**src/rtl/i2c_cmd_queue_sequencer.sv**
```systemverilog
// i2c_cmd_queue_sequencer: drains command FIFO words into I2C core Wishbone register accesses
module i2c_cmd_queue_sequencer #(
  parameter logic [15:0] POLL_TIMEOUT = 16'hFFFF,
  parameter int DLY_WIDTH = 14
) (
  input  logic        WBs_CLK_i,
  input  logic        WBs_RST_i,
  input  logic        CQ_Enable_i,
  input  logic        CQ_Single_Step_i,
  input  logic        Tx_FIFO_Flush_i,
  input  logic        Tx_FIFO_Empty_i,
  input  logic [15:0] Tx_FIFO_DAT_i,
  output logic        Tx_FIFO_Pop_o,
  output logic        CQ_Busy_o,
  output logic        CQ_Timeout_o,
  output logic [2:0]  WBm_ADR_o,
  output logic        WBm_CYC_o,
  output logic        WBm_STB_o,
  output logic        WBm_WE_o,
  output logic [7:0]  WBm_DAT_o,
  input  logic [7:0]  WBm_DAT_i,
  input  logic        WBm_ACK_i
);
  localparam logic [2:0] IDLE = 3'd0, FETCH = 3'd1, WR = 3'd2, RD = 3'd3,
                         CHK = 3'd4, DELAY = 3'd5, HOLD = 3'd6;
  logic [2:0] state, adr;
  logic [7:0] dat, mask, rdat;
  logic [DLY_WIDTH-1:0] cnt;
  logic cyc, we, pol, en_q, step_ok, go, hit;
  assign go = state == IDLE && CQ_Enable_i && !Tx_FIFO_Empty_i && (!CQ_Single_Step_i || step_ok);
  assign hit = pol ? |(rdat & mask) : ~|(rdat & mask);
  assign Tx_FIFO_Pop_o = state == FETCH && !Tx_FIFO_Flush_i && !Tx_FIFO_Empty_i;
  assign CQ_Busy_o = state != IDLE;
  assign WBm_CYC_o = cyc;
  assign WBm_STB_o = cyc;
  assign WBm_WE_o = we;
  assign WBm_ADR_o = adr;
  assign WBm_DAT_o = dat;
`ifdef I2C_CMD_QUEUE_POLL_TIMEOUT_EN
  logic [15:0] iter;
  logic timeout;
  assign CQ_Timeout_o = timeout;
  always_ff @(posedge WBs_CLK_i)
    if (WBs_RST_i) begin
      iter <= '0;
      timeout <= 1'b0;
    end else if (Tx_FIFO_Flush_i)
      timeout <= 1'b0;
    else if (state == FETCH)
      iter <= 16'd1;
    else if (state == CHK && !hit) begin
      if (iter == POLL_TIMEOUT) timeout <= 1'b1;
      else iter <= iter + 16'd1;
    end
`else
  assign CQ_Timeout_o = 1'b0;
`endif
  always_ff @(posedge WBs_CLK_i)
    if (WBs_RST_i) begin
      state <= IDLE;
      cyc <= 1'b0;
      we <= 1'b0;
      adr <= '0;
      dat <= '0;
      mask <= '0;
      rdat <= '0;
      pol <= 1'b0;
      cnt <= '0;
      en_q <= 1'b0;
      step_ok <= 1'b0;
    end else begin
      en_q <= CQ_Enable_i;
      if (go) step_ok <= 1'b0;
      else if (CQ_Enable_i && !en_q) step_ok <= 1'b1;
      if (Tx_FIFO_Flush_i) begin
        state <= IDLE;
        cyc <= 1'b0;
        we <= 1'b0;
      end else
        case (state)
          IDLE: if (go) state <= FETCH;
          FETCH: begin
            adr <= Tx_FIFO_DAT_i[10:8];
            dat <= Tx_FIFO_DAT_i[7:0];
            mask <= Tx_FIFO_DAT_i[7:0];
            pol <= Tx_FIFO_DAT_i[13];
            cnt <= Tx_FIFO_DAT_i[DLY_WIDTH-1:0];
            cyc <= ~Tx_FIFO_DAT_i[15];
            we <= Tx_FIFO_DAT_i[15:14] == 2'b00;
            state <= Tx_FIFO_DAT_i[15:14] == 2'b00 ? WR :
                     Tx_FIFO_DAT_i[15:14] == 2'b01 ? RD :
                     Tx_FIFO_DAT_i[15:14] == 2'b10 ? DELAY : HOLD;
          end
          WR: if (cyc && WBm_ACK_i) begin
            cyc <= 1'b0;
            we <= 1'b0;
          end else if (!cyc) state <= HOLD;
          RD: if (WBm_ACK_i) begin
            cyc <= 1'b0;
            rdat <= WBm_DAT_i;
            state <= CHK;
          end
          CHK: begin
`ifdef I2C_CMD_QUEUE_POLL_TIMEOUT_EN
            if (hit || iter == POLL_TIMEOUT) state <= HOLD;
`else
            if (hit) state <= HOLD;
`endif
            else begin
              cyc <= 1'b1;
              state <= RD;
            end
          end
          DELAY: if (cnt <= DLY_WIDTH'(1)) state <= HOLD;
          else cnt <= cnt - DLY_WIDTH'(1);
          default: state <= IDLE;
        endcase
    end
endmodule

```
**config.mk**
```make
export PLATFORM = sky130hd
export DESIGN_NAME = i2c_cmd_queue_sequencer
export DESIGN_NICKNAME = d
export VERILOG_FILES = /design/src/rtl/i2c_cmd_queue_sequencer.sv
export SDC_FILE = /design/constraint.sdc
export NUM_CORES = 1
export LEC_CHECK = 0
export BUFFER_PORTS_ARGS = -buffer_cell sky130_fd_sc_hd__buf_4
export CORE_ASPECT_RATIO = 1.2
export CORE_MARGIN = 1.5
export CORE_UTILIZATION = 49
export DETAILED_ROUTE_END_ITERATION = 8
export PLACE_DENSITY = 0.76
export SLEW_MARGIN = 10
export SYNTH_ARGS = -nofsm -noshare
export SYNTH_HDL_FRONTEND = slang
export SYNTH_SLANG_ARGS = --single-unit
```
**constraint.sdc**
```tcl
create_clock -name WBs_CLK_i -period 2.15 [get_ports WBs_CLK_i]
set_clock_uncertainty 0.1 [all_clocks]
set_input_delay 0.43 -clock WBs_CLK_i [delete_from_list [all_inputs] [get_ports WBs_CLK_i]]
set_output_delay 0.43 -clock WBs_CLK_i [all_outputs]
set_load 0.01 [all_outputs]
```
==> results of run 1 <==
worst reg2reg max path, stage by stage (launching register included):
cell     delay (ns)
dfxtp_1        0.37
or4_4          0.58
nor4_4         0.17
a41o_1         0.27
buf_8          0.18
o21ai_0        0.11
a21oi_1        0.15
through the flow:
stage / utilization, % / instances / setup WS [ns] / hold slack, ns / power, mW
4_1_cts: 63.7 / 380 / 0.104 / 0.242 / 1.70
6_report: 63.9 / 380 / 0.136 / 0.245 / 1.69
5_1_grt: 63.9 / 380 / 0.00750 / 0.242 / 1.76
2_1_floorplan: - / 282 / 0.124 / 0.345 / 0.883
3_3_place_gp: 60.5 / 372 / 0.182 / 0.349 / 0.958
3_5_place_dp: 60.5 / 372 / 0.133 / 0.351 / 0.960
synthesized netlist by cell type (all sizes together) (2+ instances only):
library cell | n | share of area (%)
nor3b | 2 | 0.69
a21oi | 40 | 9.9
nand3 | 7 | 1.6
o21ai | 16 | 4.4
a22oi | 5 | 1.7
clkbuf | 14 | 2.4
nand4 | 2 | 0.57
inv | 10 | 1.7
nand3b | 3 | 1.0
dfxtp | 41 | 38
nor3 | 9 | 2.1
nor2b | 3 | 0.86
ha | 5 | 2.9
a31oi | 4 | 1.1
buf | 7 | 2.1
or2 | 4 | 1.1
nand2 | 39 | 6.7
nor4 | 2 | 1.3
or3 | 2 | 0.57
nand2b | 5 | 1.4
a32oi | 2 | 0.80
a21o | 8 | 2.8
mux2i | 8 | 3.7
a21boi | 2 | 0.69
and2 | 3 | 0.86
nor2 | 26 | 4.5
cell type report:
cell class	count	area share, %
Inverter	10	1.38
Timing Repair Buffer	55	15.9
Tap cell	56	2.57
Sequential cell	41	30.2
Clock inverter	3	2.53
Clock buffer	5	2.53
Multi-Input combinational cell	210	44.9
cell usage in the layout, fill, tap and decap left out, types with 2 or more instances in the layout:
master,count
buf_4,53
dfxtp_1,40
nand2_1,39
a21oi_1,36
nor2_1,26
o21ai_0,12
inv_1,10
nor3_1,9
a21o_1,8
mux2i_1,8
nand3_1,7
nand2b_1,5
a22oi_1,5
ha_1,5
clkbuf_8,5
or2_2,4
o21ai_2,4
a21oi_2,4
a31oi_1,4
nand3b_1,3
nor2b_1,3
and2_1,3
or3_1,2
nand4_1,2
nor3b_1,2
a32oi_1,2
a21boi_0,2
bufinv_16,2
worst max path at each step:
stage	endpoint	start	slack, ns	cells after the start
final	Tx_FIFO_Pop_o	state[1]	0.14	4
after global routing	cnt[7]	cnt[5]	0.008	6
after CTS	cnt[7]	cnt[5]	0.10	6
after floorplan	cnt[3]	cnt[5]	0.12	7
after global placement	cnt[5]	cnt[5]	0.18	6
after detailed placement	cnt[7]	cnt[5]	0.13	6
metal layers:
metal | part of all wire (%) | global-route usage, % | vias up
met5 | 0 | 0 | -
met3 | 4.2 | 4.87 | 5
met4 | 0.77 | 6.30 | 0
met2 | 49 | 36.1 | 44
met1 | 46 | 28.0 | 959
li1 | - | - | 1062
kinds of logic (layout without fill, tap and decap cells):
group / count (synthesis) / in the layout
AO/OA/AOI/OAI: 85 / 85
multiplexers: 8 / 8
adder cells (fa/ha/maj): 5 / 5
XOR/XNOR: 1 / 1
AND/OR/NAND/NOR: 110 / 110
buffers and inverters: 31 / 73
other: 1 / 1
flip-flops: 41 / 41
power by group through the flow:
stage | clock [mW] | combinational [mW] | sequential [mW]
after global placement | 0 | 0.162 | 0.796
after floorplan | 0 | 0.0862 | 0.797
after CTS | 0.760 | 0.165 | 0.779
final | 0.745 | 0.166 | 0.779
after global routing | 0.800 | 0.182 | 0.781
after detailed placement | 0 | 0.163 | 0.797
registers in the layout (all words and copies together), names as in the netlist:
| register | count |
|---|---|
| cnt | 14 |
| mask | 8 |
| rdat | 8 |
| WBm_ADR_o | 3 |
| state | 3 |
| WBm_CYC_o | 1 |
| WBm_WE_o | 1 |
| en_q | 1 |
| pol | 1 |
| step_ok | 1 |
timing repair:
item                                    CTS  global route
endpoints found under the setup margin    0             7
hold buffers                              0             0
gates resized for setup                   0             3
hold endpoints to repair                  0             0
==> run summary, run 1 <==
status - complete, no violations
number of diodes - 0
CTS max path bufs - 2
required time of the critical path - 1.62 ns
drt wl/cell - 13.7 µm
Initial Util - 51.2%
ys flop type - dfxtp_1
Period minus WS final - 2.01 ns
number of synthesized register bits - 41
startpoint class of the critical path - flop
Setup Buffers After CTS - 0
core box area - 4260 µm²
hold wc startpoint - Tx_FIFO_Flush_i
area of the multi-input gates - 1220 µm²
Leak - 1.04 nW
Reg2Reg Depth - 6
worst hold endpoint - state[1]
Synth Area in Adders - 2.87%
DPL Wire Length - 3.69 mm
Area growth, synth to finish - 24.9%
# port buffers - 46
Die Y - 76.1 µm
number of flops mapped to enable cells by yosys - 0
Tcrit/Tclk final - 93.7%
initial antenna violation count - 0
Die Wd - 63.9 µm
largest net degree at the start of global routing - 39
Seq. cell area - 822 µm²
Power Internal - 1.32 mW
TritonCTS buffer count - 5
Mapped Nets - 318
FF-to-FF setup slack - 0.16 ns
Final Max Slew Viols - 0
max incr delay on CP - 0.42 ns
vias per cell - 5.45
TritonCTS clock tree - yes
critical-path cell list - nand2b_1 > or3_1 > nor2_1 > buf_4
post-synthesis xor/xnor area fraction - 0.401%
final hold vios - 0
Max Cap Viol - 0
FFs w/ async S/R, synth - 0%
sequential share of power - 46.1%
DIE AREA - 4860 µm²
Unique masters post-synth - 45
WP data arrival - 1.48 ns
Clock Tree Root - clkbuf_8
GRT Total Usage - 21.8%
CTS H-tree lvls - 2
initial drt markers - 146
# IOs - 48
Clock transition at path regs - 0.08 ns
Logic pwr share - 9.8%
main combinational cell family by area after synthesis - compound AO/OA/AOI/OAI gates
Worst Setup End Kind - primary output
hold path cells - 2
Switch Pwr - 0.373 mW
worst vdd ir - 0.000300 V
Vias - 2070
Final #Nets - 359
fillers - 396
first-pass GRT wire length - 8.56 mm
routability cong. - 0.835
type of the worst setup path - reg2out
Yosys warning count - 0
Clk network pwr share - 44.1%
Crit path buffers/inverters - 1
number of routed nets with antenna violations - 0
CTS sink count - 41
Critical-path top delay cell - dfxtp_1
post-synthesis mux area share - 3.67%
fmax - 0.497 GHz
post-synthesis simple-gate area fraction - 24.5%
Setup TNS - 0 ns
vias in the first global route - 1851
Post-Place Cell Area - 2580 µm²
Mean Syn Cell Area - 7.74 µm²
Hold/Removal Path Class - in2reg
CP top delay family - simple AND/OR/NAND/NOR gates
Critical R2R Capture - cnt[5]
Syn Inst Count - 282
DR DRC count - 0
largest fanout on the critical path - 12
RSZ-0062 raised after global routing - false
final setup fails - 0
switching share of total power - 22.1%
final instance area - 2730 µm²
overall routed net length - 5.20 mm
grt total ovfl - 0
share of layout cells above drive strength 1 - 24.7%
drt first pass iters - 4
sequential share of the synthesized area - 37.6%
Compound-Gate Fraction of Synth Area - 24.5%
row cnt - 26
Pwr Density - 620 nW/µm²
Reg-to-Reg Start - cnt[5]
mapped cell area - 2180 µm²
clock latency on the worst-skew pair - 0.29 ns
Power figures use the tool's default switching activity.
==> run 2, diff against run 1 <==
CORE_UTILIZATION = 54   (was 49)
PLACE_DENSITY = 0.79   (was 0.76)
clock period = 2.3 ns   (was 2.15 ns; I/O delays follow)
==> run 2 against run 1 <==
  * Wire length is 0.17% higher
  * Sequential power is 6.5% lower
  * Count of clock-buffer cells in the layout unchanged
  * Utilization rose by 4.2 points
  * Combinational power down 7%
  * Clock power decreased by 21%
==> run summary, run 2 (synthesis gave the netlist of run 1 again) <==
status - complete, no violations
Largest register FFs - 14
Max Cap Viol - 0
Tcrit/Tclk final - 89.5%
switching share of total power - 24.2%
Hold-fix buffers, CTS - 0
Final Max Slew Viols - 0
Die Wd - 61.0 µm
CTS max path bufs - 2
largest registers - cnt x14, mask x8, rdat x8
# IOs - 48
drt wl/cell - 13.8 µm
RSZ-0062 raised after global routing - false
Logic pwr share - 10.5%
critical-path cell list - inv_1 > ha_1 > nor2_1 > nor3_1 > a41o_1 > buf_4 > or3_1 > a31oi_1
GRT Total Usage - 24.8%
initial drt markers - 93
final instance area - 2660 µm²
Area growth, synth to finish - 22.1%
row cnt - 25
required time of the critical path - 2.43 ns
drt first pass iters - 4
Worst Setup End Kind - flop
DR WL met3 - 206 µm
largest net degree at the start of global routing - 39
most frequent cells in the layout - buf_4, dfxtp_1, nand2_1
vias in the first global route - 1834
TritonCTS buffer count - 5
Clock transition at path regs - 0.09 ns
setup ws final - 0.241 ns
PostCTS Resize Cnt - 0
Top reg by flops - cnt
max incr delay on CP - 0.42 ns
startpoint class of the critical path - flop
number of diodes - 0
WP data arrival - 2.19 ns
DR DRC count - 0
Clock Tree Root - clkbuf_8
sequential share of power - 49.4%
TritonCTS clock tree - yes
pre-CTS WS - 0.246 ns
clock latency on the worst-skew pair - 0.30 ns
most common cell after layout, fill and taps aside - buf_4
CTS sink count - 41
first-pass GRT wire length - 8.29 mm
core box area - 3910 µm²
Power Total - 1.47 mW
Clk network pwr share - 40.1%
largest fanout on the critical path - 19
type of the worst setup path - reg2reg
grt total ovfl - 0
final setup fails - 0
fmax - 0.486 GHz
vias per cell - 5.43
DPL Wire Length - 3.75 mm
Setup TNS - 0 ns
Post-Place Cell Area - 2550 µm²
DIE AREA - 4430 µm²
Pwr Density - 553 nW/µm²
number of routed nets with antenna violations - 0
Tightest Pin Transition - 0.645 ns
Die Y - 72.6 µm
Power Internal - 1.12 mW
Hold/Removal Path Class - in2reg
Period minus WS final - 2.06 ns
Met2 Wirelength - 2.54 mm
Initial Util - 55.8%
routability cong. - 0.821
Critical-path top delay cell - dfxtp_1
Leak - 1.01 nW
initial antenna violation count - 0
top routing layer in use - met4
overall routed net length - 5.20 mm
final hold vios - 0
# port buffers - 46
share of layout cells above drive strength 1 - 23.9%
CTS H-tree lvls - 2
Setup Buffers After CTS - 0
Final #Nets - 357
Switch Pwr - 0.356 mW
Vias - 2042
met1 WL - 2.38 mm
worst vdd ir - 0.000361 V
Slew headroom - 56.8%
==> run 2: worst max-delay path: cells and delay by family, from the launching register on <==
kind	cells	cell delay, ns
flip-flops	1	0.42
buffers and inverters	2	0.29
adder cells (fa/ha/maj)	1	0.25
AND/OR/NAND/NOR	3	0.51
AO/OA/AOI/OAI	2	0.41
==> run 2: power groups by stage <==
stage	registers [mW]	logic, mW	clock network, mW
after floorplan	0.745	0.0806	0
after global placement	0.744	0.152	0
after detailed placement	0.745	0.152	0
after CTS	0.728	0.154	0.601
after global routing	0.730	0.170	0.629
final	0.728	0.154	0.592
==> run 2: final timing paths <==
kind | start | to | slack [ns] | depth (start not counted)
worst max-delay path | cnt[0] | cnt[0] | 0.24 | 8
worst min-delay path | Tx_FIFO_Flush_i | state[1] | 0.27 | 2
worst max register to register | cnt[0] | cnt[0] | 0.24 | 8
worst min register to register | WBm_ADR_o[1] | WBm_ADR_o[1] | 0.36 | 2
==> run 2: cell type report <==
class                           count  area [µm²]
Clock buffer                        5        68.8
Clock inverter                      3        46.3
Fill cell                         360        1250
Inverter                           10        37.5
Multi-Input combinational cell    210        1220
Sequential cell                    41         821
Tap cell                           54        67.6
Timing Repair Buffer               53         398
==> run 2: stage by stage <==
step                      hold WS [ns]  std cells  util (%)
after floorplan                  0.345        282         -
after global placement           0.349        368      65.2
after detailed placement         0.351        368      65.2
after CTS                        0.261        376      68.1
after global routing             0.262        376      68.1
final                            0.272        376      68.1
==> run 2: routing by layer <==
layer  vias up  GRT usage (%)
met5         -              0
met4         0           8.70
met3         7           5.67
met2        48           39.1
met1       934           33.0
li1       1053              -
